--- src/rtl/instr_byte_packer_if.sv ---
// Byte-in / word-out handshake bundle for instr_byte_packer.
//   in_valid/in_byte/in_ready : upstream byte stream (valid/ready)
//   flush                     : close the current partial word
//   out_valid/out_word/out_count/out_ready : downstream word handoff
// master = producer/consumer side (testbench or neighbours), slave = packer.
interface instr_byte_packer_if;
  logic        in_valid;
  logic [7:0]  in_byte;
  logic        in_ready;
  logic        flush;
  logic        out_valid;
  logic [31:0] out_word;
  logic [2:0]  out_count;
  logic        out_ready;

  modport master (
    output in_valid, in_byte, flush, out_ready,
    input  in_ready, out_valid, out_word, out_count
  );

  modport slave (
    input  in_valid, in_byte, flush, out_ready,
    output in_ready, out_valid, out_word, out_count
  );
endinterface

--- src/rtl/instr_byte_packer.sv ---
// instr_byte_packer: packs an 8-bit byte stream into 32-bit instruction words.
// Ports:
//   clk, reset      : single clock, synchronous active-high reset
//   bus (slave)     : byte input handshake, flush, word output handshake
//   state_o [4:0]   : FSM state code (IDLE=2, COUNT=7, LAST=11)
//   word_cnt        : words handed off since reset, wraps
// Build option: define INSTR_ASM_BIG_ENDIAN_EN to place the first byte in
// out_word[31:24] instead of out_word[7:0].
module instr_byte_packer #(
  parameter int unsigned CNT_W    = 16,
  parameter logic [7:0]  PAD_BYTE = 8'h00
) (
  input  logic                 clk,
  input  logic                 reset,
  instr_byte_packer_if.slave   bus,
  output logic [4:0]           state_o,
  output logic [CNT_W-1:0]     word_cnt
);

  typedef enum logic [4:0] {
    S_IDLE  = 5'd2,
    S_COUNT = 5'd7,
    S_LAST  = 5'd11
  } state_t;

  localparam logic [31:0] PAD_WORD = {4{PAD_BYTE}};

  state_t           r_state;
  state_t           w_state_nxt;
  logic [2:0]       r_cnt;
  logic [2:0]       w_cnt_nxt;
  logic [31:0]      r_word;
  logic [31:0]      w_word_nxt;
  logic             r_out_valid;
  logic [CNT_W-1:0] r_word_cnt;
  logic             w_in_ready;
  logic             w_accept;
  logic             w_handoff;

  // Write byte b into lane k of word w (lane order depends on build).
  function automatic logic [31:0] put_lane(input logic [31:0] w,
                                           input logic [1:0]  k,
                                           input logic [7:0]  b);
    logic [31:0] r;
    r = w;
`ifdef INSTR_ASM_BIG_ENDIAN_EN
    case (k)
      2'd0:    r[31:24] = b;
      2'd1:    r[23:16] = b;
      2'd2:    r[15:8]  = b;
      default: r[7:0]   = b;
    endcase
`else
    case (k)
      2'd0:    r[7:0]   = b;
      2'd1:    r[15:8]  = b;
      2'd2:    r[23:16] = b;
      default: r[31:24] = b;
    endcase
`endif
    return r;
  endfunction

  assign w_accept  = bus.in_valid && w_in_ready;
  assign w_handoff = r_out_valid && bus.out_ready;

  // State register.
  always_ff @(posedge clk) begin
    if (reset) r_state <= S_IDLE;
    else       r_state <= w_state_nxt;
  end

  // Next-state, fill count and word assembly.
  always_comb begin
    w_state_nxt = r_state;
    w_cnt_nxt   = r_cnt;
    w_word_nxt  = r_word;
    case (r_state)
      S_IDLE: begin
        if (w_accept) begin
          w_word_nxt  = put_lane(PAD_WORD, 2'd0, bus.in_byte);
          w_cnt_nxt   = 3'd1;
          w_state_nxt = bus.flush ? S_LAST : S_COUNT;
        end
      end
      S_COUNT: begin
        if (w_accept) begin
          w_word_nxt  = put_lane(r_word, r_cnt[1:0], bus.in_byte);
          w_cnt_nxt   = 3'(r_cnt + 3'd1);
          w_state_nxt = (r_cnt == 3'd3 || bus.flush) ? S_LAST : S_COUNT;
        end else if (bus.flush) begin
          w_state_nxt = S_LAST;
        end
      end
      S_LAST: begin
        // Flush without handoff is ignored; the held word stays stable.
        if (w_handoff) begin
          if (w_accept) begin
            w_word_nxt  = put_lane(PAD_WORD, 2'd0, bus.in_byte);
            w_cnt_nxt   = 3'd1;
            w_state_nxt = bus.flush ? S_LAST : S_COUNT;
          end else begin
            w_cnt_nxt   = 3'd0;
            w_state_nxt = S_IDLE;
          end
        end
      end
      default: begin
        w_cnt_nxt   = 3'd0;
        w_state_nxt = S_IDLE;
      end
    endcase
  end

  // Byte-side ready: free in IDLE/COUNT, follows out_ready while a word waits.
  always_comb begin
    w_in_ready = 1'b0;
    case (r_state)
      S_IDLE, S_COUNT: w_in_ready = 1'b1;
      S_LAST:          w_in_ready = bus.out_ready;
      default:         w_in_ready = 1'b0;
    endcase
  end

  // Datapath and registered outputs.
  always_ff @(posedge clk) begin
    if (reset) begin
      r_cnt       <= 3'd0;
      r_word      <= 32'd0;
      r_out_valid <= 1'b0;
      r_word_cnt  <= '0;
    end else begin
      r_cnt       <= w_cnt_nxt;
      r_word      <= w_word_nxt;
      r_out_valid <= (w_state_nxt == S_LAST);
      if (w_handoff) r_word_cnt <= CNT_W'(r_word_cnt + 1'b1);
    end
  end

  assign bus.in_ready  = w_in_ready;
  assign bus.out_valid = r_out_valid;
  assign bus.out_word  = r_word;
  assign bus.out_count = r_cnt;
  assign state_o       = r_state;
  assign word_cnt      = r_word_cnt;

endmodule

--- src/flat_wrapper.sv ---
// flat-port wrapper written by rule: the top's interface ports become plain ports
module instr_byte_packer_flat 
#(
  parameter int unsigned CNT_W    = 16,
  parameter logic [7:0]  PAD_BYTE = 8'h00
)
  (clk, reset, state_o, word_cnt, bus_in_valid, bus_in_byte, bus_flush, bus_out_ready, bus_in_ready, bus_out_valid, bus_out_word, bus_out_count);
  instr_byte_packer_if bus_i ();
  input  logic clk;
  input  logic reset;
  output logic [4:0] state_o;
  output logic [CNT_W-1:0] word_cnt;
  input wire logic [$bits(bus_i.in_valid)-1:0] bus_in_valid;
  input wire logic [$bits(bus_i.in_byte)-1:0] bus_in_byte;
  input wire logic [$bits(bus_i.flush)-1:0] bus_flush;
  input wire logic [$bits(bus_i.out_ready)-1:0] bus_out_ready;
  output wire logic [$bits(bus_i.in_ready)-1:0] bus_in_ready;
  output wire logic [$bits(bus_i.out_valid)-1:0] bus_out_valid;
  output wire logic [$bits(bus_i.out_word)-1:0] bus_out_word;
  output wire logic [$bits(bus_i.out_count)-1:0] bus_out_count;
  assign bus_i.in_valid = bus_in_valid;
  assign bus_i.in_byte = bus_in_byte;
  assign bus_i.flush = bus_flush;
  assign bus_i.out_ready = bus_out_ready;
  assign bus_in_ready = bus_i.in_ready;
  assign bus_out_valid = bus_i.out_valid;
  assign bus_out_word = bus_i.out_word;
  assign bus_out_count = bus_i.out_count;
  instr_byte_packer #(.CNT_W(CNT_W), .PAD_BYTE(PAD_BYTE)) u_core (.clk(clk), .reset(reset), .bus(bus_i), .state_o(state_o), .word_cnt(word_cnt));
endmodule
--- config.mk ---
export PLATFORM = sky130hd
export DESIGN_NAME = instr_byte_packer_flat
export DESIGN_NICKNAME = d
export VERILOG_FILES = /design/src/rtl/instr_byte_packer_if.sv /design/src/rtl/instr_byte_packer.sv /design/src/flat_wrapper.sv
export SDC_FILE = /design/constraint.sdc
export NUM_CORES = 1
export LEC_CHECK = 0
export ABC_AREA = 0
export CAP_MARGIN = 20
export CELL_PAD_IN_SITES_DETAIL_PLACEMENT = 1
export CELL_PAD_IN_SITES_GLOBAL_PLACEMENT = 2
export CORE_MARGIN = 4
export CORE_UTILIZATION = 32
export DETAILED_ROUTE_END_ITERATION = 8
export GPL_TIMING_DRIVEN = 0
export PLACE_DENSITY_LB_ADDON = 0.25
export SYNTH_ARGS = -nofsm -noshare
export SYNTH_HDL_FRONTEND = slang
export SYNTH_SLANG_ARGS = --single-unit
--- constraint.sdc ---
create_clock -name clk -period 3 [get_ports clk]
set_input_delay 0.3 -clock clk [delete_from_list [all_inputs] [get_ports clk]]
set_output_delay 0.3 -clock clk [all_outputs]
set_load 0.005 [all_outputs]
=== Word-level counts from Yosys, hierarchy flattened ===
Index checks and enable logic that the tools add are counted.
Widths: inputs -> output; s select.

* Bits in registers: 57
* Output and inout port bits: 58
* Word-level logic and storage cells: 58

* Add/subtract/negate cells: 2
* Equality and inequality tests: 14
* Mux-type cells: 22
* Reduce and logical (&&, ||, !) cells: 12

{| class="wikitable"
|+ Operators by type and width
! kind !! count
|-
| $mux 32 || 3
|-
| $pmux 32 s3 || 1
|-
| $mux 8 || 4
|-
| $mux 5 || 5
|-
| $add 16x1->16 const B || 1
|-
| $reduce_and 4->1 || 4
|-
| $pmux 5 s3 || 1
|-
| $eq 5x4->1 const B || 2
|-
| $mux 3 || 3
|-
| $pmux 3 s3 || 1
|-
| $mux 4 || 2
|-
| $ne 2x2->1 const B || 4
|-
| $ne 2x1->1 const B || 3
|-
| $eq 5x2->1 const B || 1
|-
| $eq 5x3->1 const B || 1
|-
| $add 3x1->3 const B || 1
|-
| $eq 3x2->1 const B || 1
|-
| $reduce_and 3->1 || 1
|-
| $reduce_bool 3->1 || 1
|-
| $reduce_or 3->1 || 1
|-
| $eq 2x1->1 const B || 1
|-
| $eq 2x2->1 const B || 1
|-
| $logic_and 1x1->1 || 2
|-
| $logic_not 2->1 || 1
|-
| other kinds (4) || 4
|}

=== Longest topological paths before layout ===
Gate-level depths: netlist of the first run.

* Depth in word-level cells: 8
* Mapped depth: 7

=== Least setup slack after synthesis of the first run ===
No wires, ideal clock.

* Path kind: reg2reg
* Start: register u_core.r_word_cnt[0], in the netlist u_core.word_cnt[0]
* End: register u_core.r_word_cnt[12], in the netlist u_core.word_cnt[12]
* Setup time: 0.116 ns
* Arrival time: 1.437 ns
* Data required time: 2.884 ns
* Path slack: 1.447 ns
* Cell stages (with the launch flop): 6
* Path buffers: 0
* Cells stage by stage: dfxtp_1 -> ha_1 -> nand3_1 -> nor4_2 -> a21oi_1 -> a31o_2

* Cells in the longest elaborated chain, start to end: 1

{| class="wikitable"
|+ RTL lines
! element !! RTL line !! text
|-
| start, declared || instr_byte_packer.sv:35 || <nowiki>logic [CNT_W-1:0] r_word_cnt;</nowiki>
|-
| start signal, assigned || instr_byte_packer.sv:136 || <nowiki>if (w_handoff) r_word_cnt <= CNT_W'(r_word_cnt + 1'b1);</nowiki>
|-
| $add 16x1->16 || instr_byte_packer.sv:136 ||
|}

No other way between the ends.
A chain may end at the register's enable or synchronous reset.

=== Worst setup path in the final report of the first run ===
* Start: register u_core.r_state[0], in the netlist u_core.state_o[0]
* End: output bus_in_ready

* Cells in the longest elaborated chain, start to end: 3
* Elaborated cells on any way between the ends: 5
* Classes of those cells: eq/ne (3); mux (1); reduce/logical (1)

{| class="wikitable"
|+ RTL lines
! element !! RTL line !! text
|-
| start, declared || instr_byte_packer.sv:28 || <nowiki>state_t r_state;</nowiki>
|-
| start signal, assigned || instr_byte_packer.sv:70 || <nowiki>else r_state <= w_state_nxt;</nowiki>
|-
| $eq 5x2->1 or $eq 5x3->1 (tied branches) || instr_byte_packer.sv:118 || <nowiki>case (r_state)</nowiki>
|-
| $reduce_or 2->1 || instr_byte_packer.sv:118 ||
|-
| $pmux 1 s2 (*) || instr_byte_packer.sv:118 ||
|-
| end, declared || flat_wrapper.sv:17 || <nowiki>output wire logic [$bits(bus_i.in_ready)-1:0] bus_in_ready;</nowiki>
|}

Mark *: on every way between the ends. The rest lies on a longest branch, timed or not.

==> reports/qor.yml, run 1 <==
status: "completed"
synth_area_leaders: "dfxtp_1 (40%), mux2i_1 (11%), nand2b_1 (9.5%), ha_1 (2.6%), nor2_1 (2.5%)"
start_util: 0.327
postCtsSetupRepairBufs: 0
rsz0062_at_grt: "no"
path_cells: "buf_4 -> and3_1 -> a21oi_1 -> nor2_1 -> clkdlybuf4s50_1"
clock_path_buffers: 2
slew_violations: 0
fp.coreArea_sq_mm: 0.00868
peakVddDrop_v: 0.000147
maxCapViolCount: 0
cts_tree: "built"
syn2layout_area_growth_pct: 35.5
multi_input_area_sq_mm: 0.00157
finalSetupTns_ns: 0
layout_min_cycle_time_ns: 2.25
die_w_microns: 102
hpwlAfterDp_microns: 5470
dp_cells: 466
routabilityCongestion: 0.806
drt_wl_total_microns: 7360
worstReg2RegStart: "u_core.word_cnt[0]$_SDFFE_PP0P_"
crit_fanout: 10
ys_warn_count: 0
htreeDepth: 3
fin_crit_sh: 0.750
clk_pin_slew_worst_paths_ns: 0.07
drc: 0
r2r-end: "u_core.word_cnt[12]$_SDFFE_PP0P_"
power_density_mw_per_mm2: 396
final_cell_mix: "clkdlybuf4s50_1 (70), dfxtp_1 (57), nand2b_1 (43)"
fp.dieArea_sq_mm: 0.0104
worstPathArrival_ns: 1.95
cts_buffers: 9
avgSynthCellArea_sq_um: 9.84
hold_violations: 0
cp_slowest_cell: "clkdlybuf4s50_1"
final_cells: 482
hold_end: "u_core.bus.out_word[1]$_SDFFE_PP0P_"
yosys_register_bits: 57
power.leakage_nw: 1.49
num_vias: 2297
synth_seq_area_share: 0.403
synth_top_area_frac: 0.403
async_flop_share: 0
cts_root_buf: "clkbuf_8"
ys.flop_type: "dfxtp_1"
clkSinkCount: 57
cp-end-kind: "output port"
worstPathRequired_ns: 2.70
worst_setup_path_start_kind: "flip-flop"
fin_worst_skew_ns: 0.0102
grt_use_total: 0.150
hp-start: "u_core.bus.out_word[1]$_SDFFE_PP0P_"
path_delay_family: "buffers and inverters"
rrSetupSlack_ns: 1.21
io_pins: 71
drt-initial-drc-count: 48
synth_edf_count: 0
synth_fp_nets: 307
final_common_cell: "clkdlybuf4s50_1"
max_freq_mhz: 445
syn-instance-count: 288
post_drt_wl_per_cell_microns: 15.3
worstSkewPairLatency_ns: 0.34
fillers: 1003
cts_resized: 0
antenna_found_initial: 0
synth_area_sq_mm: 0.00283
port-buffer-count: 70
antenna_cells: 0
nNetsFinal: 388
hold_buffers: 0
num_rows: 34
drive_gt1_frac: 0.134
ys_types: 49
min_path_type: "reg2reg"
overflow: 0
regArea_sq_mm: 0.00114
via_per_inst: 4.77
hold_depth: 2
grt_max_degree: 12
path_buf_inv: 2
worst_path_largest_cell_delay_ns: 0.51
ant_nets: 0
grt_pass1_vias: 2381
crit_type: "reg2out"
final-setup-viol-count: 0
rr_worst_depth: 5
dieHeight_microns: 102
grt_first_pass_wirelength_microns: 12200
dr.pass1.iters: 4
netlist.top_cell.by_area: "dfxtp_1"
==> worst max path at each step <==
stage,depth (start not counted),from,endpoint,slack (ns)
2_1_floorplan,5,u_core.word_cnt[0]$_SDFFE_PP0P_,u_core.word_cnt[12]$_SDFFE_PP0P_,1.45
3_3_place_gp,5,bus_out_ready,u_core.word_cnt[12]$_SDFFE_PP0P_,0.79
3_5_place_dp,5,bus_out_ready,u_core.word_cnt[12]$_SDFFE_PP0P_,0.75
4_1_cts,5,u_core.state_o[0]$_SDFF_PP0_,bus_in_ready,0.72
5_1_grt,5,u_core.state_o[0]$_SDFF_PP0_,bus_in_ready,0.62
6_report,5,u_core.state_o[0]$_SDFF_PP0_,bus_in_ready,0.75
==> layout make-up <==
type,count,share of cell area
inverter,7,0.00684
clock buffer,9,0.0322
buffer,15,0.0241
sequential,57,0.297
clock inverter,7,0.0124
tap,108,0.0352
multi-input combinational,209,0.410
timing repair buffer,70,0.182
==> report_power, final <==
group / internal (mW) / switching [mW]
logic: 0.0595 / 0.0564
registers: 0.763 / 0.00509
clock network: 0.297 / 0.339
total: 1.12 / 0.400
==> sequential cells by signal, indices dropped and copies added, names as in the netlist <==
| name | flops |
|---|---|
| u_core.bus.out_count | 3 |
| u_core.state_o | 5 |
| u_core.bus.out_word | 32 |
| u_core.bus.out_valid | 1 |
| u_core.word_cnt | 16 |
==> per-stage QoR <==
step                      setup WS (ns)  area, sq um  power, mW  utilization  hold slack (ns)
after floorplan                    1.45         2830      0.848            -            0.379
after global placement            0.785         3670      0.901        0.423            0.461
after detailed placement          0.753         3670      0.902        0.423            0.464
after CTS                         0.717         3840       1.55        0.443            0.483
after global routing              0.621         3840       1.59        0.443            0.503
final                             0.751         3840       1.52        0.443            0.474
==> Yosys cell counts (all sizes together), types with 2 or more instances <==
| master | number |
|---|---|
| conb | 2 |
| o21ai | 7 |
| a31o | 2 |
| nand4 | 6 |
| ha | 6 |
| nand2 | 15 |
| a2111oi | 2 |
| clkbuf | 5 |
| mux2i | 32 |
| inv | 7 |
| mux2 | 2 |
| nand3 | 13 |
| dfxtp | 57 |
| nor3 | 5 |
| nor2b | 3 |
| a21oi | 14 |
| xor2 | 3 |
| buf | 10 |
| or3 | 3 |
| nor2 | 21 |
| a31oi | 3 |
| nor4 | 4 |
| and3 | 3 |
| nand2b | 43 |
| xnor2 | 8 |
| nand3b | 2 |
==> worst min-delay path, stage by stage, from the launching register on <==
cell      delay (ns)
dfxtp_1         0.31
nand2b_1        0.06
mux2i_1         0.06
==> logic make-up (layout without fill, tap and decap cells) <==
logic type | Yosys count | count (layout) | share of synthesized area
mux | 34 | 34 | 0.124
other cells | 2 | 2 | 0.00265
fa+ha+maj | 6 | 6 | 0.0265
simple gates | 122 | 122 | 0.272
buf+inv | 22 | 108 | 0.0419
flops | 57 | 57 | 0.403
xor+xnor | 11 | 11 | 0.0366
compound gates | 34 | 34 | 0.0936
==> metal layers <==
| metal | vias to the layer above | GRT usage | part of all wire |
|---|---|---|---|
| li1 | 1149 | - | - |
| met1 | 1086 | 0.206 | 0.48 |
| met5 | - | 0 | 0 |
| met3 | 14 | 0.0334 | 0.039 |
| met2 | 48 | 0.227 | 0.46 |
| met4 | 0 | 0.0646 | 0.021 |
(Power assumes the default switching activity.)
==> inputs of run 2 (changes only) <==
Settings changed: CORE_UTILIZATION 32 to 30.
Clock period 3 ns to 2.2 ns, I/O delays scaled along.
==> reports/qor.yml, run 2 (synthesis gave the netlist of run 1 again) <==
total_power_mw: 2.21  # +45%
use_met2: 0.223  # -0.00421
via_per_inst: 4.78  # +0.25%
crit_type: "reg2out"
fillers: 1056  # +5.3%
port-buffer-count: 70  # unchanged
final_cells: 485  # +0.62%
drt_wl_total_microns: 7400  # +0.61%
cts_buffers: 9  # unchanged
use_met1: 0.191  # -0.0147
hpwlAfterDp_microns: 5490  # +0.37%
overflow: 0  # unchanged
num_vias: 2317  # +0.87%
die_w_microns: 105  # +3.0%
final_cell_mix: "clkdlybuf4s50_1 (70), dfxtp_1 (56), nand2b_1 (43)"
rr_worst_depth: 5  # unchanged
hold_violations: 0  # unchanged
cts_resized: 0  # unchanged
multi_input_area_sq_mm: 0.00159  # +0.72%
worst_slack_ns: 0.120  # -0.631 ns
cts_root_buf: "clkbuf_8"
regArea_sq_mm: 0.00114  # +0.11%
clock_path_buffers: 2  # unchanged
status: "completed"
max_freq_mhz: 481
hold_depth: 2  # unchanged
worstSkewPairLatency_ns: 0.34  # about the same
dr.pass1.iters: 4  # unchanged
routabilityCongestion: 0.801  # -0.69%
rrSetupSlack_ns: 0.39  # -0.82 ns
grt_max_degree: 12  # unchanged
grt_first_pass_wirelength_microns: 12700  # +4.4%
utilization: 0.423  # -0.0200
grt_util_met3: 0.0315  # -0.00195
post_drt_wl_per_cell_microns: 15.3  # about the same
drt-initial-drc-count: 69  # +44%
postCtsSetupRepairBufs: 0  # unchanged
fin_worst_skew_ns: 0.0130  # +0.00278 ns
grt_use_total: 0.142  # -0.00801
power.leakage_nw: 1.50  # +0.59%
start_util: 0.308  # -0.0184
grt_pass1_vias: 2450  # +2.9%
r2r-end: "u_core.word_cnt[12]$_SDFFE_PP0P_"
io_pins: 71  # unchanged
hold_buffers: 0  # unchanged
antenna_found_initial: 0  # unchanged
antenna_cells: 0  # unchanged
grt_busiest_layer: "met2"
num_rows: 35  # +2.9%
worstPathRequired_ns: 1.98  # -0.72 ns
drive_gt1_frac: 0.134  # unchanged
fin_crit_sh: 0.945
nNetsFinal: 388  # unchanged
dieHeight_microns: 105  # +3.0%
peakVddDrop_v: 0.000254  # +73%
worstPathArrival_ns: 1.86  # -0.09 ns
power_density_mw_per_mm2: 568  # +43%
rsz0062_at_grt: "no"
hold_end: "u_core.bus.out_word[12]$_SDFFE_PP0P_"
ant_nets: 0  # unchanged
slew_violations: 0  # unchanged
cts_tree: "built"
layout_min_cycle_time_ns: 2.08
syn2layout_area_growth_pct: 37.1
fp.coreArea_sq_mm: 0.00920  # +6.0%
clk_pin_slew_worst_paths_ns: 0.08  # about the same
cp-end-kind: "output port"
dp_cells: 469  # +0.64%
min_path_type: "reg2reg"
final-setup-viol-count: 0  # unchanged
clkSinkCount: 57  # unchanged
final_common_cell: "clkdlybuf4s50_1"
htreeDepth: 3  # unchanged
largest_reg_flops: 32  # unchanged
crit_fanout: 10  # unchanged
pre_cts_slack_ns: 0.103  # -0.650 ns
worstReg2RegStart: "u_core.word_cnt[0]$_SDFFE_PP0P_"
hp-start: "u_core.bus.out_word[12]$_SDFFE_PP0P_"
maxCapViolCount: 0  # unchanged
worst_setup_path_start_kind: "flip-flop"
drc: 0  # unchanged
finalSetupTns_ns: 0  # unchanged
fp.dieArea_sq_mm: 0.0111  # +6.1%
-- run 2: worst max-delay path by stage --
| stage | from | end | slack [ns] | cells past startpoint |
|---|---|---|---|---|
| 5_1_grt | u_core.state_o[3]$_SDFF_PP0_ | bus_in_ready | 0.002 | 6 |
| 6_report | u_core.state_o[3]$_SDFF_PP0_ | bus_in_ready | 0.12 | 6 |
| 3_3_place_gp | bus_out_ready | u_core.word_cnt[12]$_SDFFE_PP0P_ | 0.14 | 5 |
| 4_1_cts | u_core.state_o[0]$_SDFF_PP0_ | bus_in_ready | 0.01 | 5 |
| 3_5_place_dp | bus_out_ready | u_core.bus.out_word[3]$_SDFFE_PP0P_ | 0.10 | 6 |
| 2_1_floorplan | u_core.word_cnt[0]$_SDFFE_PP0P_ | u_core.word_cnt[12]$_SDFFE_PP0P_ | 0.65 | 5 |
-- run 2: stage by stage --
stage / cell area (sq um) / hold slack [ns]
global route: 3890 / 0.510
global placement: 3670 / 0.462
detailed placement: 3670 / 0.464
CTS: 3870 / 0.484
finish: 3890 / 0.478
floorplan: 2830 / 0.299
-- run 2: layout make-up --
class	instances	share of cell area
multi-input combinational	209	0.408
sequential	57	0.294
timing repair buffer	70	0.180
tap	111	0.0357
clock buffer	10	0.0328
buffer	15	0.0251
clock inverter	6	0.0174
inverter	7	0.00676
-- run 2: report_power, final --
| group | switching (mW) | internal (mW) |
|---|---|---|
| clock | 0.474 | 0.527 |
| sequential | 0.00734 | 1.04 |
| combinational | 0.0760 | 0.0818 |
| total | 0.557 | 1.65 |
-- run 2: critical path, stage by stage (launching register included) --
cell	delay (ns)
dfxtp_1	0.31
clkbuf_4	0.20
clkbuf_4	0.21
nor2_1	0.12
a21oi_1	0.05
nor2_1	0.11
clkdlybuf4s50_1	0.51
-- run 2: layer usage --
| metal | wire length [microns] | share of wire | up-vias |
|---|---|---|---|
| met4 | 128 | 0.017 | 0 |
| met1 | 3610 | 0.49 | 1104 |
| met5 | 0 | 0 | - |
| li1 | - | - | 1153 |
| met3 | 271 | 0.037 | 11 |
| met2 | 3390 | 0.46 | 49 |
==> inputs of run 3 (changes only) <==
Settings changed: HOLD_SLACK_MARGIN from default to 0.02.
==> results of run 3 <==
The final DEF is identical to that of run 2; final timing and power are the same.
